[src/rtl/alu_pkg.sv]
// Shared constants and state encoding for the RV32I R-type ALU issue path.
// Decode uses this package too.
package alu_pkg;

    localparam logic [6:0] FUNCT7_BASE  = 7'h00;
    localparam logic [6:0] FUNCT7_EXTRA = 7'h20;
    localparam logic [2:0] F3_ADD_SUB   = 3'b000;
    localparam logic [2:0] F3_SRL_SRA   = 3'b101;

    typedef enum logic [1:0] {
        IDLE,
        ISSUE,
        WAIT,
        DONE
    } alu_issue_state_t;

endpackage

[src/rtl/alu_op_legal.sv]
// Combinational funct7/funct3 legality check for R-type ALU operations.
// Decode reuses it, so it must stay free of state.
module alu_op_legal
    import alu_pkg::*;
(
    input  logic [6:0] funct7,
    input  logic [2:0] funct3,
    output logic       legal,
    output logic       is_base,
    output logic       is_extra
);

    always_comb begin
        is_base  = (funct7 == FUNCT7_BASE);
        is_extra = (funct7 == FUNCT7_EXTRA);
        // The extra group only has SUB and SRA.
        legal    = is_base |
                   (is_extra & ((funct3 == F3_ADD_SUB) | (funct3 == F3_SRL_SRA)));
    end

endmodule

[src/rtl/alu_issue_ctrl.sv]
// Issues one R-type op at a time to the integer ALU, waits a fixed latency,
// then holds the captured result toward writeback until it is accepted.
module alu_issue_ctrl
    import alu_pkg::*;
#(
    parameter int ALU_LATENCY = 1
) (
    input  logic        clock,
    input  logic        reset,
    input  logic        in_valid,
    output logic        in_ready,
    input  logic [6:0]  in_funct7,
    input  logic [2:0]  in_funct3,
    input  logic [4:0]  in_rd,
    output logic        alu_base_enable,
    output logic        alu_extra_enable,
    output logic [2:0]  alu_funct3,
    input  logic [31:0] alu_result,
    output logic        out_valid,
    input  logic        out_ready,
    output logic [4:0]  out_rd,
    output logic [31:0] out_result,
    output logic        out_illegal,
    output logic        busy
);

    localparam int CNT_W = $clog2(ALU_LATENCY + 1);

    alu_issue_state_t state_q, state_d;
    logic [CNT_W-1:0] cnt_q, cnt_d;
    logic [4:0]       rd_q, rd_d;
    logic             base_en_q, base_en_d;
    logic             extra_en_q, extra_en_d;
    logic [2:0]       funct3_q, funct3_d;
    logic             out_valid_q, out_valid_d;
    logic [4:0]       out_rd_q, out_rd_d;
    logic [31:0]      out_result_q, out_result_d;
    logic             out_illegal_q, out_illegal_d;

    logic op_legal;
    logic op_is_base;
    logic op_is_extra;
    logic accept;

    alu_op_legal u_op_legal (
        .funct7   (in_funct7),
        .funct3   (in_funct3),
        .legal    (op_legal),
        .is_base  (op_is_base),
        .is_extra (op_is_extra)
    );

    assign in_ready = (state_q == IDLE) & ~reset;
    assign accept   = in_valid & in_ready;

    always_comb begin
        state_d       = state_q;
        cnt_d         = cnt_q;
        rd_d          = rd_q;
        base_en_d     = 1'b0;
        extra_en_d    = 1'b0;
        funct3_d      = funct3_q;
        out_valid_d   = out_valid_q;
        out_rd_d      = out_rd_q;
        out_result_d  = out_result_q;
        out_illegal_d = out_illegal_q;

        unique case (state_q)
            IDLE: begin
                if (accept) begin
                    rd_d = in_rd;
                    if (op_legal) begin
                        // Enables are registered, so they rise exactly in ISSUE.
                        state_d    = ISSUE;
                        base_en_d  = op_is_base;
                        extra_en_d = op_is_extra;
                        funct3_d   = in_funct3;
                    end else begin
                        state_d       = DONE;
                        out_valid_d   = 1'b1;
                        out_rd_d      = in_rd;
                        out_result_d  = 32'h0;
                        out_illegal_d = 1'b1;
                    end
                end
            end
            ISSUE: begin
                cnt_d   = CNT_W'(ALU_LATENCY);
                state_d = WAIT;
            end
            WAIT: begin
                cnt_d = cnt_q - CNT_W'(1);
                if (cnt_q == CNT_W'(1)) begin
                    state_d       = DONE;
                    out_valid_d   = 1'b1;
                    out_rd_d      = rd_q;
                    out_result_d  = alu_result;
                    out_illegal_d = 1'b0;
                end
            end
            DONE: begin
                // No accept in the handshake cycle; IDLE opens the next cycle.
                if (out_ready) begin
                    state_d     = IDLE;
                    out_valid_d = 1'b0;
                end
            end
        endcase
    end

    always_ff @(posedge clock) begin
        if (reset) begin
            state_q       <= IDLE;
            cnt_q         <= '0;
            rd_q          <= '0;
            base_en_q     <= 1'b0;
            extra_en_q    <= 1'b0;
            funct3_q      <= '0;
            out_valid_q   <= 1'b0;
            out_rd_q      <= '0;
            out_result_q  <= '0;
            out_illegal_q <= 1'b0;
        end else begin
            state_q       <= state_d;
            cnt_q         <= cnt_d;
            rd_q          <= rd_d;
            base_en_q     <= base_en_d;
            extra_en_q    <= extra_en_d;
            funct3_q      <= funct3_d;
            out_valid_q   <= out_valid_d;
            out_rd_q      <= out_rd_d;
            out_result_q  <= out_result_d;
            out_illegal_q <= out_illegal_d;
        end
    end

    assign alu_base_enable  = base_en_q;
    assign alu_extra_enable = extra_en_q;
    assign alu_funct3       = funct3_q;
    assign out_valid        = out_valid_q;
    assign out_rd           = out_rd_q;
    assign out_result       = out_result_q;
    assign out_illegal      = out_illegal_q;
    assign busy             = (state_q != IDLE);

endmodule

[config.mk]
export PLATFORM = sky130hd
export DESIGN_NAME = alu_issue_ctrl
export DESIGN_NICKNAME = d
export VERILOG_FILES = /design/src/rtl/alu_pkg.sv /design/src/rtl/alu_op_legal.sv /design/src/rtl/alu_issue_ctrl.sv
export SDC_FILE = /design/constraint.sdc
export NUM_CORES = 1
export LEC_CHECK = 0
export CELL_PAD_IN_SITES_DETAIL_PLACEMENT = 1
export CELL_PAD_IN_SITES_GLOBAL_PLACEMENT = 1
export CORE_MARGIN = 5
export CORE_UTILIZATION = 31
export DETAILED_ROUTE_END_ITERATION = 12
export PLACE_DENSITY = 0.94
export SLEW_MARGIN = 5
export SYNTH_ARGS = -nofsm -noshare
export SYNTH_HDL_FRONTEND = slang
export SYNTH_HIERARCHICAL = 1
export SYNTH_SLANG_ARGS = --single-unit
[constraint.sdc]
create_clock -name clock -period 6.45 [get_ports clock]
set_input_delay 1.935 -clock clock [delete_from_list [all_inputs] [get_ports clock]]
set_output_delay 1.935 -clock clock [all_outputs]
set_load 0.01 [all_outputs]
Word-level counts from Yosys, hierarchy flattened --
Index checks and enable logic that the tools add are counted.
Cells by class: reduce and logical (&&, ||, !) cells 13, bitwise gates (word level) 9, mux-type cells 21, equality and inequality tests 9, add/sub/neg operators 1
Operator list (number):
- $mux W32 | 3
- $pmux W32 S2 | 1
- $mux W5 | 3
- $pmux W5 S2 | 1
- $mux W2 | 4
- $ne A2 B2 Y1 const B | 4
- $pmux W2 S4 | 1
- $eq A7 B6 Y1 const B | 1
- $logic_not A7 Y1 | 1
- $reduce_and A3 Y1 | 2
- $reduce_bool A2 Y1 | 3
- $mux W1 | 5
- $reduce_and A5 Y1 | 1
- $eq A2 B2 Y1 const B | 2
- $not A1 Y1 | 4
- $pmux W1 S2 | 2
- $reduce_and A4 Y1 | 1
- $reduce_or A4 Y1 | 1
- $and A1 B1 Y1 | 3
- $eq A3 B3 Y1 const B | 1
- $logic_not A3 Y1 | 1
- $pmux W1 S3 | 1
- $reduce_bool A3 Y1 | 1
- $eq A2 B1 Y1 const B | 1
- other kinds (4) | 5
Storage, ports and cells: flip-flop bits (word level) 52, word-level logic and storage cells 63, output and inout port bits 46, bits of input ports 51

Depth between registers and ports, before layout --
Gate-level depths: netlist of run 1.
depth after elaboration 7, depth in mapped cells 8

Cells and area by module --
Netlist of run 1, hierarchy kept.
Modules (own cells, without submodules):
- alu_issue_ctrl | area an instance 1886.8 um^2, sequential area each 1041.0 um^2, cells each 176, instances 1
- alu_op_legal | area an instance 51.3 um^2, sequential area each 0.0 um^2, cells each 8, instances 1

Worst setup path after synthesis of run 1 --
OpenSTA, ideal clock, no wires.
kind input to output, start point input reset, end point output in_ready, setup slack 1.916 ns, stages on the path 3, data required time 4.515 ns, arrival 2.599 ns, cells stage by stage clkbuf_1 > clkbuf_1 > nor2_1
On the way: cells in the longest elaborated chain, start to end 2
Ends and longest elaborated chain:
- start: declaration | RTL line alu_issue_ctrl.sv:9 | input logic reset,
- $not A1 Y1 | RTL line alu_issue_ctrl.sv:53 | assign in_ready = (state_q == IDLE) & ~reset;
- $and A1 B1 Y1 | RTL line alu_issue_ctrl.sv:53
- end: declaration | RTL line alu_issue_ctrl.sv:11 | output logic in_ready,
No other way between the ends.

Worst setup path after layout of run 1 --
Ends and elaborated chain as after synthesis.

==> impl_metrics.tcl, run 1 <==
set metrics [dict create \
    layout-drive-gt1-share_pct 5.73 \
    synth_most_common_cell "dfxtp_1" \
    dp_hpwl_um 4460 \
    slew_headroom_pct 62.4 \
    r2r_start "state_q[0]" \
    dr.max_layer_used "met4" \
    port_buffers 96 \
    finalWirelength_um 5850 \
    drtIter0Drc 34 \
    grt_pass1_wl_um 9310 \
    synth_seq_cells 52 \
    path_class "in -> out" \
    status "completed" \
    vdd_ir_drop_max_uv 233 \
    ys_warn_count 6 \
    die_h_um 89.1 \
    rows 28 \
    ant_nets 0 \
    syn_area_per_cell_um2 10.5 \
    reg2reg_to "out_result[17]" \
    worstSetupPathDepth 3 \
    clk_latency_ns 0.29 \
    p_per_area_nw_per_um2 320 \
    routed_via_density 4.92 \
    slowest_stage "clkdlybuf4s50_1" \
    die_w_um 89.1 \
    clock-root-buffer "clkbuf_8" \
    finalSetupViolCount 0 \
    hold_viol_final 0 \
    tritoncts "built" \
    fmax_mhz 200 \
    yosys-top-cells-area "dfxtp_1 (54%), a22o_1 (14%), mux2i_1 (4.6%), nor2_1 (4.1%), ha_1 (3.2%)" \
    clk_pin_slew_worst_paths_ns 0.09 \
    crit_end "in_ready" \
    cp-end-kind "output port" \
    routedWlPerCell_um 16.5 \
    synth_edf_count 0 \
    arrival_ns 3.07 \
    path_max_fanout 2 \
    synthToLayoutAreaGrowth_pct 57.1 \
    initial_utilization_pct 32.4 \
    ff2ff_setup_slack_ns 4.20 \
    h-tree-depth 2 \
    syn_inst 184 \
    drtPass1Iterations 4 \
    grtUsageTotal_pct 15.1 \
    synth_flop_cell "dfxtp_1" \
    rsz0062_at_grt "no" \
    postCtsSetupBuffers 0 \
    antenna_found_initial 0 \
    period_needed_ns 5.01 \
    dr_total_vias 1742 \
    syn_nets 240 \
    total_power_mw 0.973 \
    clock_path_buffers 2 \
    cts-buffers-inserted 5 \
    r2r_cells 7 \
    drt-met1-wl_um 2240 \
    final.setup.tns_ns 0 \
    ys_seq_area_share_pct 53.7 \
    hold_class "reg -> reg" \
    worst-path-buf-inv 2 \
    drv_cap 0 \
    critPathMaxStageDelay_ns 0.56 \
    yosys.area.top_type_share_pct 53.7 \
    synthDistinctLibCells 29 \
    startpoint_type "primary input" \
    cp_cell_sequence "clkdlybuf4s50_1 > nor2_1 > clkdlybuf4s50_1" \
    startpoint "reset" \
    met2_length_um 3140 \
    synth.cell_area_um2 1940 \
    fin_crit_sh_pct 77.6 \
    required_ns 4.51 \
    synth_area_leader_cell "dfxtp_1" \
    crit_path_frequent_cell "clkdlybuf4s50_1" \
    hold_buffers 0 \
    fin_nets 335 \
    max_slew.worst_pin.slew_ns 0.563 \
    cts_resized 0 \
    antenna_cells 0 \
    grt_pass1_vias 1869 \
    ios 97 \
    globalplace.congestion 0.700 \
    leakage_nw 1.16 \
    async_flop_share_pct 0 \
    synth_common_cells "dfxtp_1 (52), a22o_1 (32), nor2_1 (21)" \
    crit_family "buffers and inverters" \
    fin_skew_ns 0.00721 \
    final_max_slew_viol_count 0 \
    grt_remaining_overflow 0 \
    grt_max_degree 33 \
    wl_met3_um 355 \
    dieArea_um2 7930 \
    clock_sinks 52 \
    drc 0 \
    core_um2 5990 \
]
-- cells in the final DEF, fill, tap and decap left out, types with 2 or more instances in the layout --
cell type	count
clkbuf_8	5
nor2_1	21
dfxtp_1	52
a21oi_1	8
mux2i_1	9
clkdlybuf4s50_1	96
nand2_1	9
buf_4	3
ha_1	5
nand3_1	7
inv_1	7
a211oi_1	6
a22o_1	32
o21ai_0	2
-- worst min-delay path by stage --
| stage | cells past startpoint | endpoint | from | slack [ns] |
|---|---|---|---|---|
| 6_report | 2 | rd_q[2] | rd_q[2] | 0.46 |
| 5_1_grt | 2 | rd_q[4] | rd_q[4] | 0.48 |
| 4_1_cts | 2 | rd_q[2] | rd_q[2] | 0.46 |
| 3_5_place_dp | 2 | rd_q[2] | rd_q[2] | 0.45 |
| 3_3_place_gp | 2 | rd_q[1] | rd_q[1] | 0.44 |
| 2_1_floorplan | 2 | rd_q[0] | rd_q[0] | 0.44 |
-- flip-flops by register name, summed over array words and instances (netlist names) --
register and flops:
alu_funct3 3, rd_q 5, alu_base_enable 1, out_result 32
out_rd 5, out_valid 1, cnt_q 1, alu_extra_enable 1
state_q 2, out_illegal 1
-- area by class of cell --
class                      count  area, um2
inverter                       7       26.3
clock buffer                   6       72.6
clock inverter                 1       5.00
tap                           75       93.8
multi-input combinational    114        822
sequential                    52       1040
timing repair buffer          99        983
fill                         661       2950
-- report_power, final --
part / internal (mW) / total [mW] / switching [mW]
registers: 0.368 / 0.399 / 0.0303
logic: 0.189 / 0.404 / 0.216
clock network: 0.0740 / 0.170 / 0.0964
total: 0.631 / 0.973 / 0.342
-- worst reg2reg max path, stage by stage, from the launching register on --
cell     delay [ns]
dfxtp_1        0.36
inv_1          0.13
ha_1           0.48
nor2b_1        0.42
nor2_1         0.12
a21oi_2        0.14
buf_4          0.33
a22o_1         0.22
-- cells by family (layout without fill, tap and decap cells) --
logic type	after synthesis	count (layout)	share of synthesized area [%]
xor+xnor	1	1	0.452
compound gates	54	54	22.6
mux	9	9	4.65
fa+ha+maj	5	5	3.23
flops	52	52	53.7
buf+inv	18	113	4.33
simple gates	45	45	11.0
-- through the flow --
stage / instance area [um2] / worst slack (ns) / hold slack, ns / utilization (%) / cells
2_1_floorplan: 1940 / 1.92 / 0.436 / - / 184
3_3_place_gp: 2970 / 1.47 / 0.441 / 49.5 / 347
3_5_place_dp: 2970 / 1.44 / 0.452 / 49.5 / 347
4_1_cts: 3040 / 1.43 / 0.465 / 50.8 / 354
5_1_grt: 3040 / 1.40 / 0.483 / 50.8 / 354
6_report: 3040 / 1.44 / 0.462 / 50.8 / 354
-- layer usage --
| metal | GRT usage, % | vias up |
|---|---|---|
| met3 | 3.69 | 10 |
| li1 | - | 852 |
| met5 | 0 | - |
| met4 | 4.87 | 0 |
| met1 | 16.3 | 825 |
| met2 | 28.6 | 55 |
Power figures use the tool's default switching activity.
==> run 2, diff against run 1 <==
--- a/config.mk
+++ b/config.mk
@@ -8,9 +8,9 @@
 export CELL_PAD_IN_SITES_DETAIL_PLACEMENT = 1
 export CELL_PAD_IN_SITES_GLOBAL_PLACEMENT = 1
 export CORE_MARGIN = 5
-export CORE_UTILIZATION = 31
+export CORE_UTILIZATION = 26
 export DETAILED_ROUTE_END_ITERATION = 12
-export PLACE_DENSITY = 0.94
+export PLACE_DENSITY = 0.85
 export SLEW_MARGIN = 5
 export SYNTH_ARGS = -nofsm -noshare
 export SYNTH_HDL_FRONTEND = slang
==> constraint.sdc (replaced) <==
create_clock -name clock -period 4.5 [get_ports clock]
set_input_delay 1.35 -clock clock [delete_from_list [all_inputs] [get_ports clock]]
set_output_delay 1.35 -clock clock [all_outputs]
set_load 0.01 [all_outputs]
==> run 2 against run 1 <==
Non-clock buffer count unchanged. First-iteration DRC count is 68% higher. Sequential share of layout area shrank 0.54 points. Via count shrank 0.11%. Worst setup slack worse by 0.69 ns. Largest cell class unchanged. Sequential power is 43% higher. Routed wire length is 2.6% higher. Critical path depth unchanged. Power up 47%. Clock skew rose by 0.00067 ns.
==> impl_metrics.tcl, run 2 (synthesized netlist as in run 1, its figures left out) <==
set metrics [dict create \
    status "completed" \
    drtPass1Iterations 4 \
    clk_latency_ns 0.30 \
    postCtsSetupBuffers 0 \
    antenna_cells 0 \
    routed_via_density 4.59 \
    final_common_cell "clkdlybuf4s50_1" \
    arrival_ns 2.40 \
    crit_path_frequent_cell "clkdlybuf4s50_1" \
    hold_buffers 0 \
    grt_max_degree 33 \
    slowest_stage "clkdlybuf4s50_1" \
    largest_register_ffs 32 \
    dpl_worst_slack_ns 0.752 \
    dr_total_vias 1740 \
    startpoint_type "primary input" \
    die_h_um 96.3 \
    cp_cell_sequence "clkdlybuf4s50_1 > nor2_1 > clkdlybuf4s50_1" \
    grtUsageTotal_pct 12.5 \
    cts_resized 0 \
    grt_remaining_overflow 0 \
    grt_pass1_wl_um 9000 \
    finalWirelength_um 6010 \
    fin_crit_sh_pct 83.3 \
    fillers 840 \
    globalplace.congestion 0.720 \
    p_per_area_nw_per_um2 463 \
    hold_viol_final 0 \
    cts-buffers-inserted 5 \
    h-tree-depth 2 \
    period_needed_ns 3.75 \
    rsz0062_at_grt "no" \
    dieArea_um2 9280 \
    routedWlPerCell_um 15.8 \
    rows 31 \
    initial_utilization_pct 26.7 \
    finalSetupViolCount 0 \
    fin_nets 335 \
    grt_use_met2_pct 24.2 \
    hp-start "rd_q[1]" \
    port_buffers 96 \
    grt_pass1_vias 1838 \
    fmax_mhz 267 \
    ios 97 \
    cp-end-kind "output port" \
    leakage_nw 1.16 \
    vdd_ir_drop_max_uv 183 \
    fin_skew_ns 0.00789 \
    seqCellArea_um2 1040 \
    dp_hpwl_um 4530 \
    slew_headroom_pct 62.3 \
    clock_path_buffers 2 \
    antenna_found_initial 0 \
    drtIter0Drc 57 \
    die_w_um 96.3 \
    path_class "in -> out" \
    drv_cap 0 \
    multi_input_area_um2 822 \
    ff2ff_setup_slack_ns 2.21 \
    whs_ns 0.465 \
    grtUsageMet3_pct 2.11 \
    synthToLayoutAreaGrowth_pct 59.6 \
    ant_nets 0 \
    busiest_layer "met2" \
    critPathMaxStageDelay_ns 0.54 \
    clock-root-buffer "clkbuf_8" \
    clock_sinks 52 \
    layout-drive-gt1-share_pct 6.43 \
    required_ns 3.15 \
    fin_ws_ns 0.750 \
    final.setup.tns_ns 0 \
    drc 0 \
    r2r_start "state_q[0]" \
    core_um2 7250 \
    max_slew.worst_pin.slew_ns 0.566 \
    met1_usage_pct 13.8 \
    hold_class "reg -> reg" \
    final_cell_mix "clkdlybuf4s50_1 (96), dfxtp_1 (52), a22o_1 (32)" \
    clk_pin_slew_worst_paths_ns 0.10 \
    startpoint "reset" \
    tritoncts "built" \
    final_max_slew_viol_count 0 \
    path_max_fanout 2 \
]
[run 2: path summary, 6_finish.rpt]
path,to,cells after the start
worst min-delay path,rd_q[1],2
worst min register to register,rd_q[1],2
worst max register to register,out_result[5],7
worst max-delay path,in_ready,3
[run 2: final cells by class]
type / instances / area share, %
repair buffers: 99 / 31.8
inverters: 7 / 0.850
multi-input cells: 114 / 26.6
clock inverters: 3 / 0.890
flip-flops and latches: 52 / 33.7
well taps: 99 / 4.00
clock buffers: 5 / 2.22
[run 2: critical path: cells and delay by family]
family | cells | cell delay (ns)
buffers and inverters | 2 | 0.96
and+or+nand+nor | 1 | 0.09
[run 2: metrics by stage]
stage	power, mW	util, %	area, um2	std cells
global route	1.53	42.6	3090	379
global placement	1.15	41.3	3000	371
detailed placement	1.17	41.3	3000	371
CTS	1.45	42.6	3090	379
finish	1.43	42.6	3090	379
floorplan	0.921	-	1940	184
[run 2: layer usage]
metal,vias to the layer above,wire [um],share of wire [%]
li1,851,-,-
met1,851,2420,40
met2,36,3260,54
met3,2,278,4.6
met4,0,44,0.73
met5,-,0,0
[run 2: where the power goes]
| group | switching [mW] | internal (mW) | leakage [nW] |
|---|---|---|---|
| logic | 0.309 | 0.270 | 0.693 |
| clock network | 0.167 | 0.115 | 0.0463 |
| registers | 0.0428 | 0.528 | 0.422 |
| total | 0.518 | 0.913 | 1.16 |
